File: src/rtl/siso_link_sched_if.sv
// Bus bundle for siso_link_sched: requester handshake, SISO link pins and returned-word outputs.
// master = requesters plus external SISO register, slave = the scheduler.
interface siso_link_sched_if #(
    parameter int DATA_W = 8
);
    logic [1:0]        req_valid;
    logic [DATA_W-1:0] req_data0;
    logic [DATA_W-1:0] req_data1;
    logic [1:0]        req_ready;
    logic              shift_en;
    logic              ser_out;
    logic              ser_in;
    logic              busy;
    logic              rx_valid;
    logic [DATA_W-1:0] rx_data;
    logic              rx_src;
    logic              rx_perr;

    modport master (
        output req_valid, req_data0, req_data1, ser_in,
        input  req_ready, shift_en, ser_out, busy, rx_valid, rx_data, rx_src, rx_perr
    );

    modport slave (
        input  req_valid, req_data0, req_data1, ser_in,
        output req_ready, shift_en, ser_out, busy, rx_valid, rx_data, rx_src, rx_perr
    );
endinterface

File: src/rtl/siso_link_sched.sv
// Round-robin two-requester scheduler that serializes words MSB-first into an external SISO
// register and captures the loopback. Define SISO_LINK_PARITY_EN to append an even-parity bit.
module siso_link_sched #(
    parameter int DATA_W = 8,
    parameter int DEPTH  = 4
) (
    input  logic             clk,
    input  logic             rst_n,
    siso_link_sched_if.slave bus
);
`ifdef SISO_LINK_PARITY_EN
    localparam int FRAME_LEN = DATA_W + 1;
`else
    localparam int FRAME_LEN = DATA_W;
`endif
    localparam int CNT_MAX = FRAME_LEN + DEPTH - 1;
    localparam int CNT_W   = $clog2(CNT_MAX + 1);

    typedef enum logic [1:0] {IDLE, SHIFT, DONE} state_t;

    state_t               state;
    state_t               state_nxt;
    logic [CNT_W-1:0]     cnt;
    logic                 ptr;
    logic                 grant;
    logic                 xfer;
    logic                 last;
    logic [1:0]           ready;
    logic [DATA_W-1:0]    word;
    logic [FRAME_LEN-1:0] frame;
    logic [FRAME_LEN-2:0] tx_sh;
    logic [FRAME_LEN-2:0] rx_sh;
    logic [FRAME_LEN-1:0] rx_nxt;
    logic                 shift_en_r;
    logic                 ser_out_r;
    logic                 busy_r;
    logic                 rx_valid_r;
    logic                 rx_src_r;
    logic [DATA_W-1:0]    rx_data_r;

    assign last   = (state == SHIFT) && (int'(cnt) == CNT_MAX);
    assign rx_nxt = {rx_sh, bus.ser_in};

`ifdef SISO_LINK_PARITY_EN
    assign frame = {word, ^word};
`else
    assign frame = word;
`endif

    // State register
    always_ff @(posedge clk or negedge rst_n) begin
        if (!rst_n) begin
            state <= IDLE;
        end else begin
            state <= state_nxt;
        end
    end

    // Next-state logic
    always_comb begin
        state_nxt = state;
        case (state)
            IDLE:    if (xfer) state_nxt = SHIFT;
            SHIFT:   if (last) state_nxt = DONE;
            DONE:    state_nxt = IDLE;
            default: state_nxt = IDLE;
        endcase
    end

    // Grant and handshake: the pointer's requester wins if valid, otherwise the other one
    always_comb begin
        grant = bus.req_valid[ptr] ? ptr : ~ptr;
        ready = 2'b00;
        if (state == IDLE && |bus.req_valid) begin
            ready[grant] = 1'b1;
        end
        xfer = |(ready & bus.req_valid);
        word = grant ? bus.req_data1 : bus.req_data0;
    end

    // Serializer / deserializer; outputs are registered from next-state values
    always_ff @(posedge clk or negedge rst_n) begin
        if (!rst_n) begin
            cnt        <= '0;
            ptr        <= 1'b0;
            tx_sh      <= '0;
            rx_sh      <= '0;
            shift_en_r <= 1'b0;
            ser_out_r  <= 1'b0;
            busy_r     <= 1'b0;
            rx_valid_r <= 1'b0;
            rx_src_r   <= 1'b0;
            rx_data_r  <= '0;
        end else begin
            rx_valid_r <= 1'b0;
            shift_en_r <= (state_nxt == SHIFT);
            busy_r     <= (state_nxt != IDLE);
            case (state)
                IDLE: begin
                    if (xfer) begin
                        ser_out_r <= frame[FRAME_LEN-1];
                        tx_sh     <= frame[FRAME_LEN-2:0];
                        rx_src_r  <= grant;
                        ptr       <= ~grant;
                        cnt       <= '0;
                    end
                end
                SHIFT: begin
                    // Once the frame is exhausted, zeros flush the SISO register
                    ser_out_r <= (int'(cnt) + 1 < FRAME_LEN) ? tx_sh[FRAME_LEN-2] : 1'b0;
                    tx_sh     <= tx_sh << 1;
                    if (int'(cnt) >= DEPTH) begin
                        rx_sh <= rx_nxt[FRAME_LEN-2:0];
                    end
                    if (last) begin
                        rx_valid_r <= 1'b1;
                        rx_data_r  <= rx_nxt[FRAME_LEN-1 -: DATA_W];
                    end else begin
                        cnt <= cnt + 1'b1;
                    end
                end
                default: ;
            endcase
        end
    end

`ifdef SISO_LINK_PARITY_EN
    logic rx_perr_r;

    always_ff @(posedge clk or negedge rst_n) begin
        if (!rst_n) begin
            rx_perr_r <= 1'b0;
        end else if (last) begin
            rx_perr_r <= ^rx_nxt;
        end
    end

    assign bus.rx_perr = rx_perr_r;
`else
    assign bus.rx_perr = 1'b0;
`endif

    assign bus.req_ready = ready;
    assign bus.shift_en  = shift_en_r;
    assign bus.ser_out   = ser_out_r;
    assign bus.busy      = busy_r;
    assign bus.rx_valid  = rx_valid_r;
    assign bus.rx_data   = rx_data_r;
    assign bus.rx_src    = rx_src_r;
endmodule

File: src/flat_wrapper.sv
// flat-port wrapper written by rule: the top's interface ports become plain ports
module siso_link_sched_flat 
#(
    parameter int DATA_W = 8,
    parameter int DEPTH  = 4
)
  (clk, rst_n, bus_req_valid, bus_req_data0, bus_req_data1, bus_ser_in, bus_req_ready, bus_shift_en, bus_ser_out, bus_busy, bus_rx_valid, bus_rx_data, bus_rx_src, bus_rx_perr);
  siso_link_sched_if #(.DATA_W(DATA_W)) bus_i ();
  input  logic clk;
  input  logic rst_n;
  input wire logic [$bits(bus_i.req_valid)-1:0] bus_req_valid;
  input wire logic [$bits(bus_i.req_data0)-1:0] bus_req_data0;
  input wire logic [$bits(bus_i.req_data1)-1:0] bus_req_data1;
  input wire logic [$bits(bus_i.ser_in)-1:0] bus_ser_in;
  output wire logic [$bits(bus_i.req_ready)-1:0] bus_req_ready;
  output wire logic [$bits(bus_i.shift_en)-1:0] bus_shift_en;
  output wire logic [$bits(bus_i.ser_out)-1:0] bus_ser_out;
  output wire logic [$bits(bus_i.busy)-1:0] bus_busy;
  output wire logic [$bits(bus_i.rx_valid)-1:0] bus_rx_valid;
  output wire logic [$bits(bus_i.rx_data)-1:0] bus_rx_data;
  output wire logic [$bits(bus_i.rx_src)-1:0] bus_rx_src;
  output wire logic [$bits(bus_i.rx_perr)-1:0] bus_rx_perr;
  assign bus_i.req_valid = bus_req_valid;
  assign bus_i.req_data0 = bus_req_data0;
  assign bus_i.req_data1 = bus_req_data1;
  assign bus_i.ser_in = bus_ser_in;
  assign bus_req_ready = bus_i.req_ready;
  assign bus_shift_en = bus_i.shift_en;
  assign bus_ser_out = bus_i.ser_out;
  assign bus_busy = bus_i.busy;
  assign bus_rx_valid = bus_i.rx_valid;
  assign bus_rx_data = bus_i.rx_data;
  assign bus_rx_src = bus_i.rx_src;
  assign bus_rx_perr = bus_i.rx_perr;
  siso_link_sched #(.DATA_W(DATA_W), .DEPTH(DEPTH)) u_core (.clk(clk), .rst_n(rst_n), .bus(bus_i));
endmodule
File: config.mk
export PLATFORM = sky130hd
export DESIGN_NAME = siso_link_sched_flat
export DESIGN_NICKNAME = d
export VERILOG_FILES = /design/src/rtl/siso_link_sched_if.sv /design/src/rtl/siso_link_sched.sv /design/src/flat_wrapper.sv
export SDC_FILE = /design/constraint.sdc
export NUM_CORES = 1
export LEC_CHECK = 0
export ABC_AREA = 1
export CAP_MARGIN = 10
export CORE_MARGIN = 1.5
export CORE_UTILIZATION = 44
export CTS_CLUSTER_DIAMETER = 80
export DETAILED_ROUTE_END_ITERATION = 6
export PLACE_DENSITY = 0.74
export SETUP_SLACK_MARGIN = 0.15
export SYNTH_ARGS = -nofsm -noshare
export SYNTH_HDL_FRONTEND = slang
export SYNTH_SLANG_ARGS = --single-unit
File: constraint.sdc
create_clock -name clk -period 1.3 [get_ports clk]
set_input_delay 0.325 -clock clk [delete_from_list [all_inputs] [get_ports clk]]
set_output_delay 0.325 -clock clk [all_outputs]
set_load 0.005 [all_outputs]
==> results of run 1 <==
-- report_power, final --
group | switching [mW] | internal (mW) | leakage [nW]
Sequential | 0.375 | 1.53 | 0.414
Clock | 0.390 | 0.403 | 0.0374
Combinational | 1.56 | 1.56 | 0.751
Total | 2.33 | 3.49 | 1.20
-- cells in the mapped netlist (all sizes together) --
library cell and instances:
a21oi 2, buf 5, conb 1, dfrtp 34
ha 1, inv 27, nand2 56, nand3 12
nand4 2, nor2 8, o211ai 6, o21ai 17
o22ai 2, xnor2 1
-- final timing paths --
check,slack (ns),end,cells past startpoint,startpoint
max,-0.29,bus_req_ready[1],4,u_core.state[1]$_DFF_PN0_
min,0.33,u_core.rx_sh[1]$_DFFE_PN0P_,2,rst_n
max reg2reg,-0.12,u_core.tx_sh[1]$_DFFE_PN0P_,9,u_core.state[1]$_DFF_PN0_
min reg2reg,0.49,u_core.bus.ser_out$_DFFE_PN0P_,2,u_core.bus.ser_out$_DFFE_PN0P_
max in group asynchronous,0.77,u_core.cnt[3]$_DFFE_PN0P_,2,rst_n
min in group clk,0.49,u_core.bus.ser_out$_DFFE_PN0P_,2,u_core.bus.ser_out$_DFFE_PN0P_
-- metal layers --
| layer | up-vias | global-route usage | share of wire |
|---|---|---|---|
| met1 | 689 | 0.291 | 0.42 |
| li1 | 695 | - | - |
| met2 | 46 | 0.378 | 0.52 |
| met3 | 9 | 0.0642 | 0.037 |
| met5 | - | 0 | 0 |
| met4 | 0 | 0.112 | 0.023 |
-- layout by cell type (no fill, tap or decap), drive strengths merged, types with 4 or more instances in the layout --
cell / netlist / routed
nand3: 12 / 12
o21ai: 17 / 17
clkdlybuf4s50: 0 / 18
nor2: 8 / 9
clkbuf: 0 / 6
o211ai: 6 / 6
dfrtp: 34 / 34
inv: 27 / 27
nand2: 56 / 56
nand4: 2 / 4
buf: 5 / 43
-- sequential cells by signal (all words and copies together), names as in the netlist --
name and flops:
u_core.bus.ser_out 1, u_core.cnt 4, u_core.rx_sh 7, u_core.ptr 1, u_core.bus.rx_data 8, u_core.bus.rx_valid 1, u_core.state 2, u_core.bus.rx_src 1
u_core.tx_sh 7, u_core.bus.shift_en 1, u_core.bus.busy 1
-- cell families (layout without fill, tap and decap cells) --
group,after synthesis,in the layout,synth area share
simple gates,78,81,0.232
flops,34,34,0.555
buf+inv,32,100,0.0922
compound gates,27,27,0.104
fa+ha+maj,1,1,0.00816
other cells,1,1,0.00244
xor+xnor,1,1,0.00571
-- critical path, cell delays in order, from the launching register on --
cell	delay [ns]
dfrtp_1	0.42
nor2_4	0.15
o21ai_4	0.09
a21oi_2	0.13
buf_2	0.13
-- cell type report --
class                           instances  area, sq um
Timing Repair inverter                  1         6.26
Sequential cell                        34          855
Clock buffer                            5         37.5
Clock inverter                          3         45.0
Fill cell                             243          875
Inverter                               27          119
Multi-Input combinational cell        111          753
Tap cell                               46         57.6
Timing Repair Buffer                   64          589
-- timing repair --
item,4_1_cts,5_1_grt
pin swaps,20,11
hold buffers,0,0
cloned,5,0
setup endpoints to repair,46,48
gates resized for setup,110,21
buffers inserted,13,6
==> flow_summary.html, run 1 <==
<table>
<tr><th>Metric</th><th>Value</th></tr>
<tr><th colspan="2">Outcome</th></tr>
<tr><td>Outcome</td><td>complete, but fails checks</td></tr>
<tr><td>Violations in the final reports</td><td>negative setup slack</td></tr>
<tr><th colspan="2">Placement</th></tr>
<tr><td>Instance area after placement</td><td>roughly 2000 sq um</td></tr>
<tr><td>Placed cells</td><td>about 260</td></tr>
<tr><td>HPWL after DPL</td><td>~2200 um</td></tr>
<tr><td>RD Place Congestion</td><td>0.744</td></tr>
<tr><td>Placement Setup Slack</td><td>-0.775 ns</td></tr>
<tr><td>PortBufs</td><td>35</td></tr>
<tr><th colspan="2">Synthesis</th></tr>
<tr><td>Library cells used by synthesis</td><td>22</td></tr>
<tr><td>Post-Synthesis Net Count</td><td>around 200</td></tr>
<tr><td>Cell type with the largest total area after synthesis</td><td>dfrtp_1</td></tr>
<tr><td>YS warnings</td><td>0</td></tr>
<tr><td>Most area-consuming cells after synthesis</td><td>dfrtp_1 55%, nand2_1 14%, inv_1 6.1%</td></tr>
<tr><td>Mapped Avg Cell Area</td><td>a little under 9 sq um</td></tr>
<tr><td>Gate count of the mapped netlist</td><td>between 150 and 200</td></tr>
<tr><td>FF+latch count, synth</td><td>34</td></tr>
<tr><td>Mapped cell area</td><td>between 1500 and 2000 sq um</td></tr>
<tr><td>Register area share after synthesis</td><td>0.555</td></tr>
<tr><td>Portion of synthesized cell area occupied by the leading cell type</td><td>0.555</td></tr>
<tr><th colspan="2">Min path</th></tr>
<tr><td>Path category of the worst min-delay check</td><td>input port to asynchronous set/reset pin</td></tr>
<tr><th colspan="2">Routing</th></tr>
<tr><td>Via count normalized by instance count</td><td>a little under 5</td></tr>
<tr><td>Drt initial violations</td><td>57</td></tr>
<tr><td>DRC errors left</td><td>0</td></tr>
<tr><td>Antenna Nets Post-Route</td><td>0</td></tr>
<tr><td>Routed wire length</td><td>between 4000 and 5000 um</td></tr>
<tr><td>Post-detailed-route wirelength per cell</td><td>around 14 um</td></tr>
<tr><td>1st-pass router iterations</td><td>4</td></tr>
<tr><td>Total via count after detailed routing</td><td>between 1000 and 1500</td></tr>
<tr><th colspan="2">Global routing</th></tr>
<tr><td>First-pass GRT wire length</td><td>about 6300 um</td></tr>
<tr><td>Number of global-route vias before repair</td><td>1349</td></tr>
<tr><td>Number of antenna violations at the first check in global routing</td><td>0</td></tr>
<tr><td>Total GRT Usage</td><td>0.234</td></tr>
<tr><td>Total overflow reported by the global router</td><td>0</td></tr>
<tr><td>Largest net degree at the start of global routing</td><td>35</td></tr>
<tr><th colspan="2">Setup path</th></tr>
<tr><td>Nature of the critical path startpoint</td><td>flip-flop</td></tr>
<tr><td>Highest fanout seen on the critical path</td><td>3</td></tr>
<tr><td>Type of the worst setup path</td><td>flip-flop to output port</td></tr>
<tr><td>Endpoint class of the critical path</td><td>output port</td></tr>
<tr><td>Crit path DAT</td><td>roughly 1.3 ns</td></tr>
<tr><td>Data required time of the worst path</td><td>a little under 1 ns</td></tr>
<tr><th colspan="2">STA</th></tr>
<tr><td>Setup Viol. Count Final</td><td>19</td></tr>
<tr><td>Setup repair after global routing missed its margin</td><td>yes</td></tr>
<tr><td>Total count of hold-check failures in the final report</td><td>0</td></tr>
<tr><td>Max Slew Vio Count</td><td>0</td></tr>
<tr><td>Fmax</td><td>roughly 630 MHz</td></tr>
<tr><td>Hold Slack</td><td>approximately 0.33 ns</td></tr>
<tr><td>Clock period minus worst slack</td><td>about 1.6 ns</td></tr>
<tr><td>Aggregate negative setup slack</td><td>-1.86 ns</td></tr>
<tr><td>Fraction of the cycle the final worst path needs</td><td>1.22</td></tr>
<tr><td>Min setup slack post-route</td><td>-0.289 ns</td></tr>
<tr><td>Fin Clk Skew</td><td>approximately 0.016 ns</td></tr>
<tr><th colspan="2">Floorplan</th></tr>
<tr><td>Core box area</td><td>between 3000 and 4000 sq um</td></tr>
<tr><td>Number of rows in the core area</td><td>21</td></tr>
<tr><td>Top-level port count</td><td>37</td></tr>
<tr><td>Die area</td><td>3850 sq um</td></tr>
<tr><td>Die height</td><td>just over 60 um</td></tr>
<tr><td>Initial standard-cell utilization of the core</td><td>0.460</td></tr>
<tr><td>Die W</td><td>roughly 62 um</td></tr>
<tr><th colspan="2">Clocking</th></tr>
<tr><td>TritonCTS clock tree</td><td>done</td></tr>
<tr><td>CTS root buffer</td><td>clkbuf_4</td></tr>
<tr><td>Largest buffer count on any clock path</td><td>2</td></tr>
<tr><td>Num CTS Buffers</td><td>5</td></tr>
<tr><td>Number of sinks driven by the clock tree</td><td>34</td></tr>
<tr><td>Maximum level of the CTS H-tree</td><td>2</td></tr>
<tr><td>Clock latency on the worst-skew pair</td><td>~0.35 ns</td></tr>
<tr><td>Clock transition time at the flip-flop clock pins of the worst setup and hold paths</td><td>approximately 0.12 ns</td></tr>
<tr><th colspan="2">Cells and area</th></tr>
<tr><td>Final instance area</td><td>about 2500 sq um</td></tr>
<tr><td>Synthesis-to-finish area growth</td><td>60.5%</td></tr>
<tr><td>Finished Layout Cells</td><td>291</td></tr>
<tr><td>Count of inserted antenna diode cells</td><td>0</td></tr>
<tr><td>Final cell utilization of the core</td><td>0.738</td></tr>
<tr><td>Total Nets Final</td><td>approximately 270</td></tr>
<tr><td>Proportion of layout cells with a drive suffix above 1</td><td>0.384</td></tr>
<tr><th colspan="2">Power and ir drop</th></tr>
<tr><td>Maximum vdd ir drop</td><td>around 1500 uV</td></tr>
<tr><td>Overall power after layout</td><td>~5.8 mW</td></tr>
<tr><td>Static leakage power</td><td>roughly 1.2 nW</td></tr>
<tr><td>Power per standard cell area</td><td>2360 nW/um^2</td></tr>
<tr><th colspan="2">Run</th></tr>
<tr><td>Number of maximum-capacitance constraint violations</td><td>0</td></tr>
</table>
(Power assumes the default switching activity.)
==> run 2: changes to the inputs <==
ABC_AREA = default   (was 1)
CORE_UTILIZATION = 43   (was 44)
PLACE_DENSITY = 0.73   (was 0.74)
==> flow_summary.html, run 2 <==
<table>
<tr><th>Metric</th><th>Value</th></tr>
<tr><th colspan="2">Placement</th></tr>
<tr><td>PortBufs</td><td>35</td></tr>
<tr><td>Instance area after placement</td><td>2070 sq um</td></tr>
<tr><td>RD Place Congestion</td><td>~0.76</td></tr>
<tr><td>Placed cells</td><td>217</td></tr>
<tr><td>HPWL after DPL</td><td>2220 um</td></tr>
<tr><th colspan="2">Synthesis</th></tr>
<tr><td>Top flip-flop cell by instance count after synthesis</td><td>dfrtp_1</td></tr>
<tr><td>Mapped cell area</td><td>roughly 1500 sq um</td></tr>
<tr><td>Most instantiated library cell after synthesis</td><td>dfrtp_1</td></tr>
<tr><td>Library cells used by synthesis</td><td>32</td></tr>
<tr><td>Portion of synthesized cell area occupied by the leading cell type</td><td>0.571</td></tr>
<tr><td>FF+latch count, synth</td><td>34</td></tr>
<tr><td>Cell type with the largest total area after synthesis</td><td>dfrtp_1</td></tr>
<tr><td>Number of enable flip-flop cells after synthesis</td><td>0</td></tr>
<tr><td>Async SR Flop Fraction</td><td>1.00</td></tr>
<tr><td>Post-Synthesis Net Count</td><td>roughly 140</td></tr>
<tr><td>Register area share after synthesis</td><td>0.571</td></tr>
<tr><td>Most frequent cells after synthesis</td><td>34 x dfrtp_1, 16 x nand2_1, 15 x mux2_2</td></tr>
<tr><td>Most area-consuming cells after synthesis</td><td>dfrtp_1 57%, mux2_2 11%, a22oi_1 6.6%</td></tr>
<tr><td>Mapped Avg Cell Area</td><td>approximately 12 sq um</td></tr>
<tr><td>YS warnings</td><td>0</td></tr>
<tr><td>Gate count of the mapped netlist</td><td>around 120</td></tr>
<tr><th colspan="2">Routing</th></tr>
<tr><td>1st-pass router iterations</td><td>4</td></tr>
<tr><td>Via count normalized by instance count</td><td>slightly above 5</td></tr>
<tr><td>Drt initial violations</td><td>54</td></tr>
<tr><td>Routed wire length</td><td>between 3000 and 4000 um</td></tr>
<tr><td>Met1 Routed Length</td><td>between 1000 and 1500 um</td></tr>
<tr><td>Routed met2 length</td><td>~1800 um</td></tr>
<tr><td>Total via count after detailed routing</td><td>roughly 1200</td></tr>
<tr><td>Met3 routed wirelength</td><td>about 110 um</td></tr>
<tr><td>DRC errors left</td><td>0</td></tr>
<tr><td>Antenna Nets Post-Route</td><td>0</td></tr>
<tr><td>Top layer reached by signal wires</td><td>met4</td></tr>
<tr><td>Post-detailed-route wirelength per cell</td><td>approximately 14 um</td></tr>
<tr><th colspan="2">Setup path</th></tr>
<tr><td>Worst reg2reg startpoint</td><td>u_core.state[1]$_DFF_PN0_</td></tr>
<tr><td>Nature of the critical path startpoint</td><td>flip-flop</td></tr>
<tr><td>Crit path DAT</td><td>around 1.2 ns</td></tr>
<tr><td>Type of the worst setup path</td><td>flip-flop to output port</td></tr>
<tr><td>Endpoint class of the critical path</td><td>output port</td></tr>
<tr><td>Highest fanout seen on the critical path</td><td>3</td></tr>
<tr><td>Data required time of the worst path</td><td>just under 1 ns</td></tr>
<tr><td>Worst setup path startpoint</td><td>u_core.ptr$_DFFE_PN0P_</td></tr>
<tr><th colspan="2">Power and ir drop</th></tr>
<tr><td>Share of total power in the clock network</td><td>0.148</td></tr>
<tr><td>Register share of total power</td><td>0.352</td></tr>
<tr><td>Net switching power figure</td><td>between 1.5 and 2 mW</td></tr>
<tr><td>Static leakage power</td><td>1.07 nW</td></tr>
<tr><td>Relative contribution of combinational cells to total power</td><td>0.500</td></tr>
<tr><td>Power per standard cell area</td><td>~2300 nW/um^2</td></tr>
<tr><td>Maximum vdd ir drop</td><td>roughly 1200 uV</td></tr>
<tr><td>Overall power after layout</td><td>5.32 mW</td></tr>
<tr><td>Internal cell power</td><td>3.54 mW</td></tr>
<tr><td>Switching power share of the total</td><td>0.334</td></tr>
<tr><th colspan="2">Global routing</th></tr>
<tr><td>Total GRT Usage</td><td>0.183</td></tr>
<tr><td>Number of antenna violations at the first check in global routing</td><td>0</td></tr>
<tr><td>Total overflow reported by the global router</td><td>0</td></tr>
<tr><td>Number of global-route vias before repair</td><td>roughly 1200</td></tr>
<tr><td>Largest net degree at the start of global routing</td><td>35</td></tr>
<tr><td>First-pass GRT wire length</td><td>around 5000 um</td></tr>
<tr><th colspan="2">Clocking</th></tr>
<tr><td>TritonCTS clock tree</td><td>done</td></tr>
<tr><td>Num CTS Buffers</td><td>5</td></tr>
<tr><td>Maximum level of the CTS H-tree</td><td>2</td></tr>
<tr><td>CTS root buffer</td><td>clkbuf_4</td></tr>
<tr><td>Number of sinks driven by the clock tree</td><td>34</td></tr>
<tr><td>Clock latency on the worst-skew pair</td><td>approximately 0.33 ns</td></tr>
<tr><td>Clock transition time at the flip-flop clock pins of the worst setup and hold paths</td><td>about 0.11 ns</td></tr>
<tr><td>Largest buffer count on any clock path</td><td>2</td></tr>
<tr><th colspan="2">Outcome</th></tr>
<tr><td>Violations in the final reports</td><td>negative setup slack</td></tr>
<tr><td>Outcome</td><td>complete, but fails checks</td></tr>
<tr><th colspan="2">STA</th></tr>
<tr><td>Setup repair after global routing missed its margin</td><td>yes</td></tr>
<tr><td>Fraction of the cycle the final worst path needs</td><td>1.17</td></tr>
<tr><td>Clock period minus worst slack</td><td>1.52 ns</td></tr>
<tr><td>Fmax</td><td>~660 MHz</td></tr>
<tr><td>Aggregate negative setup slack</td><td>-2.29 ns</td></tr>
<tr><td>Fin Clk Skew</td><td>about 0.016 ns</td></tr>
<tr><td>Total count of hold-check failures in the final report</td><td>0</td></tr>
<tr><td>Setup Viol. Count Final</td><td>17</td></tr>
<tr><td>Max Slew Vio Count</td><td>0</td></tr>
<tr><td>Min setup slack post-route</td><td>-0.218 ns</td></tr>
<tr><th colspan="2">Cells and area</th></tr>
<tr><td>Total Nets Final</td><td>207</td></tr>
<tr><td>Count of inserted antenna diode cells</td><td>0</td></tr>
<tr><td>Synthesis-to-finish area growth</td><td>54.2%</td></tr>
<tr><td>Most frequent cells in the layout</td><td>33 x dfrtp_1, 18 x clkdlybuf4s50_1, 17 x buf_4</td></tr>
<tr><td>Most frequent standard cell in the layout excluding fill and tap cells</td><td>dfrtp_1</td></tr>
<tr><td>Finished Layout Cells</td><td>~230</td></tr>
<tr><td>Final instance area</td><td>about 2300 sq um</td></tr>
<tr><td>Proportion of layout cells with a drive suffix above 1</td><td>0.508</td></tr>
<tr><td>Largest register FFs</td><td>8</td></tr>
<tr><th colspan="2">Floorplan</th></tr>
<tr><td>Top-level port count</td><td>37</td></tr>
<tr><td>Die area</td><td>between 3000 and 4000 sq um</td></tr>
<tr><td>Core box area</td><td>~3300 sq um</td></tr>
<tr><td>Initial standard-cell utilization of the core</td><td>0.446</td></tr>
<tr><td>Die height</td><td>slightly above 60 um</td></tr>
<tr><td>Number of rows in the core area</td><td>21</td></tr>
<tr><td>Die W</td><td>~62 um</td></tr>
<tr><th colspan="2">Run</th></tr>
<tr><td>Number of maximum-capacitance constraint violations</td><td>0</td></tr>
<tr><th colspan="2">Min path</th></tr>
<tr><td>Path category of the worst min-delay check</td><td>input port to asynchronous set/reset pin</td></tr>
</table>
-- run 2: cell types whose count changed after synthesis, moves of 3 or more --
cell      previous run  this run
nand2b_1             0         3
mux2_2               0        15
inv_1               25         1
nand2_1             56        16
a22oi_1              0        13
nand3_1             11         4
o211ai_1             6         0
o21ai_0             15         2
-- run 2: power by group through the flow --
| stage | clock network [mW] | logic (mW) | registers (mW) |
|---|---|---|---|
| 2_1_floorplan | 0 | 1.32 | 1.86 |
| 3_3_place_gp | 0 | 2.30 | 1.84 |
| 3_5_place_dp | 0 | 2.38 | 1.87 |
| 4_1_cts | 0.803 | 2.43 | 1.86 |
| 5_1_grt | 0.847 | 2.89 | 1.94 |
| 6_report | 0.789 | 2.66 | 1.87 |
-- run 2: worst paths after layout --
kind                                                     end  slack (ns)  cells past startpoint
max                                         bus_req_ready[1]       -0.22                      3
min                           u_core.bus.ser_out$_DFFE_PN0P_        0.36                      2
max reg2reg                      u_core.rx_sh[2]$_DFFE_PN0P_       -0.17                      5
min reg2reg                      u_core.tx_sh[2]$_DFFE_PN0P_        0.51                      2
max in group asynchronous  u_core.bus.rx_data[2]$_DFFE_PN0P_        0.75                      2
min in group clk                 u_core.tx_sh[2]$_DFFE_PN0P_        0.51                      2
-- run 2: critical path, stage by stage, from the launching register on --
cell and delay [ns]:
dfrtp_1 0.42, nand2b_4 0.15, and3_4 0.19, buf_6 0.11
-- run 2: layout make-up --
cell class	instances	area, sq um
repair buffers	59	509
inverters	1	3.75
clock buffers	6	51.3
well taps	46	57.6
clock inverters	1	30.0
flip-flops and latches	34	852
fillers	262	1040
multi-input cells	84	792
-- run 2: per-layer routing --
metal  vias to the layer above  track usage
met2                        23        0.319
met5                         -            0
met1                       600        0.225
met4                         0       0.0547
met3                         5       0.0435
li1                        559            -
-- run 2: per-stage QoR --
stage                     worst slack (ns)  hold WS, ns   util
after floorplan                    -0.0102       0.0294      -
after global placement              -0.641        0.478  0.622
after detailed placement            -0.678        0.480  0.622
after CTS                           -0.256        0.371  0.655
after global routing                -0.276        0.368  0.688
final                               -0.218        0.356  0.688
-- run 2: cells by family after synthesis --
family                     Yosys count  share of synthesized area
AOI/OAI and AO/OA                   23                      0.110
adders and majority gates            1                    0.00840
buffers and inverters                6                     0.0336
DFF                                 34                      0.571
muxes                               17                      0.127
other                                1                    0.00252
and+or+nand+nor                     40                      0.147
-- run 2: timing repair --
item	CTS	global route
setup endpoints to repair	47	46
hold buffers	0	0
pin swaps	4	6
resized for setup	80	18
gates cloned	2	0
setup buffers	2	3
==> run 3: changes to the inputs <==
GPL_TIMING_DRIVEN = 0   (was default)
==> flow_summary.html, run 3 (same netlist as run 2, synthesis figures left out) <==
<table>
<tr><th>Metric</th><th>Value</th></tr>
<tr><th colspan="2">Clocking</th></tr>
<tr><td>Num CTS Buffers</td><td>5</td></tr>
<tr><td>Largest buffer count on any clock path</td><td>2</td></tr>
<tr><td>TritonCTS clock tree</td><td>done</td></tr>
<tr><td>Clock transition time at the flip-flop clock pins of the worst setup and hold paths</td><td>around 0.11 ns</td></tr>
<tr><td>Hold Buf Count CTS</td><td>0</td></tr>
<tr><td>Clock latency on the worst-skew pair</td><td>about 0.33 ns</td></tr>
<tr><td>Number of sinks driven by the clock tree</td><td>34</td></tr>
<tr><td>Maximum level of the CTS H-tree</td><td>2</td></tr>
<tr><td>CTS root buffer</td><td>clkbuf_4</td></tr>
<tr><th colspan="2">Global routing</th></tr>
<tr><td>Met1 Use GR</td><td>0.253</td></tr>
<tr><td>Total GRT Usage</td><td>0.206</td></tr>
<tr><td>Number of antenna violations at the first check in global routing</td><td>0</td></tr>
<tr><td>Met3 track demand over resource</td><td>0.0683</td></tr>
<tr><td>Number of global-route vias before repair</td><td>~1200</td></tr>
<tr><td>Highest-utilization routing layer at the global route stage</td><td>met2</td></tr>
<tr><td>Total overflow reported by the global router</td><td>0</td></tr>
<tr><td>Met2 track demand over resource</td><td>0.331</td></tr>
<tr><td>First-pass GRT wire length</td><td>between 5000 and 6000 um</td></tr>
<tr><td>Largest net degree at the start of global routing</td><td>35</td></tr>
<tr><th colspan="2">Outcome</th></tr>
<tr><td>Outcome</td><td>complete, but fails checks</td></tr>
<tr><td>Violations in the final reports</td><td>negative setup slack</td></tr>
<tr><th colspan="2">Placement</th></tr>
<tr><td>RD Place Congestion</td><td>about 0.76</td></tr>
<tr><td>PortBufs</td><td>35</td></tr>
<tr><td>Placed cells</td><td>~200</td></tr>
<tr><td>HPWL after DPL</td><td>2120 um</td></tr>
<tr><th colspan="2">Setup path</th></tr>
<tr><td>Most used cell along the critical path</td><td>buf_6</td></tr>
<tr><td>Worst path cell trace</td><td>nor2_4 &gt; buf_6 &gt; and3_4 &gt; buf_6 &gt; buf_6</td></tr>
<tr><td>Slowest cell on the critical path</td><td>dfrtp_2</td></tr>
<tr><td>Worst setup path startpoint</td><td>u_core.state[1]$_DFF_PN0_</td></tr>
<tr><td>Max incr delay on CP</td><td>~0.47 ns</td></tr>
<tr><td>Data required time of the worst path</td><td>a little under 1 ns</td></tr>
<tr><td>Worst reg2reg startpoint</td><td>u_core.ptr$_DFFE_PN0P_</td></tr>
<tr><td>Flop-to-flop setup slack</td><td>-0.09 ns</td></tr>
<tr><td>Capture point of the critical path</td><td>bus_req_ready[0]</td></tr>
<tr><td>Type of the worst setup path</td><td>flip-flop to output port</td></tr>
<tr><td>Highest fanout seen on the critical path</td><td>5</td></tr>
<tr><td>Nature of the critical path startpoint</td><td>flip-flop</td></tr>
<tr><td>Worst Reg2Reg Path Length in Cells</td><td>6</td></tr>
<tr><td>Reg-to-reg endpoint</td><td>u_core.tx_sh[1]$_DFFE_PN0P_</td></tr>
<tr><td>Crit path DAT</td><td>~1.4 ns</td></tr>
<tr><td>Endpoint class of the critical path</td><td>output port</td></tr>
<tr><th colspan="2">Floorplan</th></tr>
<tr><td>Die height</td><td>61.8 um</td></tr>
<tr><td>Number of rows in the core area</td><td>21</td></tr>
<tr><td>Die W</td><td>around 62 um</td></tr>
<tr><td>Initial standard-cell utilization of the core</td><td>0.446</td></tr>
<tr><td>Top-level port count</td><td>37</td></tr>
<tr><td>Die area</td><td>around 3800 sq um</td></tr>
<tr><td>Core box area</td><td>between 3000 and 4000 sq um</td></tr>
<tr><th colspan="2">Power and ir drop</th></tr>
<tr><td>Overall power after layout</td><td>about 5.5 mW</td></tr>
<tr><td>Static leakage power</td><td>roughly 1.1 nW</td></tr>
<tr><td>Power per standard cell area</td><td>2320 nW/um^2</td></tr>
<tr><td>Maximum vdd ir drop</td><td>between 1000 and 1500 uV</td></tr>
<tr><th colspan="2">Cells and area</th></tr>
<tr><td>Count of inserted antenna diode cells</td><td>0</td></tr>
<tr><td>Most frequent cells in the layout</td><td>31 x dfrtp_1, 19 x buf_4, 17 x clkdlybuf4s50_1</td></tr>
<tr><td>Proportion of layout cells with a drive suffix above 1</td><td>0.526</td></tr>
<tr><td>Synthesis-to-finish area growth</td><td>58.9%</td></tr>
<tr><td>Number of fill cells in the layout</td><td>around 260</td></tr>
<tr><td>Multi-input logic area</td><td>about 800 sq um</td></tr>
<tr><td>Total Nets Final</td><td>215</td></tr>
<tr><td>Most frequent standard cell in the layout excluding fill and tap cells</td><td>dfrtp_1</td></tr>
<tr><td>Final cell utilization of the core</td><td>0.709</td></tr>
<tr><td>Finished Layout Cells</td><td>240</td></tr>
<tr><td>Combined flip-flop and latch cell area</td><td>855 sq um</td></tr>
<tr><td>Largest register FFs</td><td>8</td></tr>
<tr><th colspan="2">Routing</th></tr>
<tr><td>Post-detailed-route wirelength per cell</td><td>~16 um</td></tr>
<tr><td>Routed wire length</td><td>between 3000 and 4000 um</td></tr>
<tr><td>1st-pass router iterations</td><td>4</td></tr>
<tr><td>DRC errors left</td><td>0</td></tr>
<tr><td>Total via count after detailed routing</td><td>~1200</td></tr>
<tr><td>Via count normalized by instance count</td><td>just over 5</td></tr>
<tr><td>Drt initial violations</td><td>78</td></tr>
<tr><td>Antenna Nets Post-Route</td><td>0</td></tr>
<tr><th colspan="2">STA</th></tr>
<tr><td>Fmax</td><td>595 MHz</td></tr>
<tr><td>Slew margin rel.</td><td>0.510</td></tr>
<tr><td>Setup Viol. Count Final</td><td>28</td></tr>
<tr><td>Total count of hold-check failures in the final report</td><td>0</td></tr>
<tr><td>Max Slew Vio Count</td><td>0</td></tr>
<tr><td>Min setup slack post-route</td><td>-0.379 ns</td></tr>
<tr><td>Hold Slack</td><td>between 0.04 and 0.05 ns</td></tr>
<tr><td>Setup repair after global routing missed its margin</td><td>yes</td></tr>
<tr><td>Aggregate negative setup slack</td><td>-1.91 ns</td></tr>
<tr><td>Worst Tran Pin Value</td><td>0.736 ns</td></tr>
<tr><td>Clock period minus worst slack</td><td>roughly 1.7 ns</td></tr>
<tr><td>Fraction of the cycle the final worst path needs</td><td>1.29</td></tr>
<tr><td>Fin Clk Skew</td><td>0.00571 ns</td></tr>
<tr><th colspan="2">Min path</th></tr>
<tr><td>Path category of the worst min-delay check</td><td>input port to asynchronous set/reset pin</td></tr>
<tr><th colspan="2">Run</th></tr>
<tr><td>Number of maximum-capacitance constraint violations</td><td>0</td></tr>
</table>
[run 3: what timing repair did]
action	4_1_cts	5_1_grt
pin swaps	7	8
setup endpoints to repair	47	48
setup buffers	18	10
gates resized for setup	87	22
cloned	1	0
[run 3: cell type report]
type                       instances  area share
clock inverter                     2     0.00529
buffer                             5      0.0206
sequential                        34       0.361
tap                               46      0.0243
inverter                           1     0.00159
timing repair buffer              63       0.232
multi-input combinational         83       0.333
clock buffer                       6      0.0217
[run 3: critical path, delay by kind of cell, from the launching register on]
kind / cells / cell delay, ns
flops: 1 / 0.47
simple gates: 2 / 0.27
buf+inv: 3 / 0.27
[run 3: metrics by stage]
stage / area [sq um] / setup slack, ns
global placement: 1950 / -0.911
CTS: 2200 / -0.381
global route: 2370 / -0.450
finish: 2370 / -0.379
detailed placement: 1950 / -0.870
floorplan: 1550 / -0.0102
[run 3: how the worst min path moves through the flow]
stage               depth (start not counted)  slack, ns                   startpoint                           endpoint
detailed placement                          1       0.44                        rst_n     u_core.bus.ser_out$_DFFE_PN0P_
floorplan                                   0       0.03                        rst_n          u_core.bus.busy$_DFF_PN0_
global placement                            2       0.48  u_core.tx_sh[1]$_DFFE_PN0P_        u_core.tx_sh[1]$_DFFE_PN0P_
global route                                1       0.08                        rst_n        u_core.rx_sh[3]$_DFFE_PN0P_
finish                                      1       0.04                        rst_n             u_core.ptr$_DFFE_PN0P_
CTS                                         1       0.06                        rst_n  u_core.bus.rx_data[3]$_DFFE_PN0P_
[run 3: layer usage]
| metal | wire (um) | vias up |
|---|---|---|
| met3 | 123 | 2 |
| met5 | 0 | - |
| met4 | 15 | 0 |
| met2 | 1960 | 28 |
| li1 | - | 578 |
| met1 | 1670 | 601 |
[run 3: power by group]
group / total (mW) / switching, mW / internal [mW]
Sequential: 1.91 / 0.371 / 1.54
Combinational: 2.96 / 1.16 / 1.80
Clock: 0.618 / 0.359 / 0.260
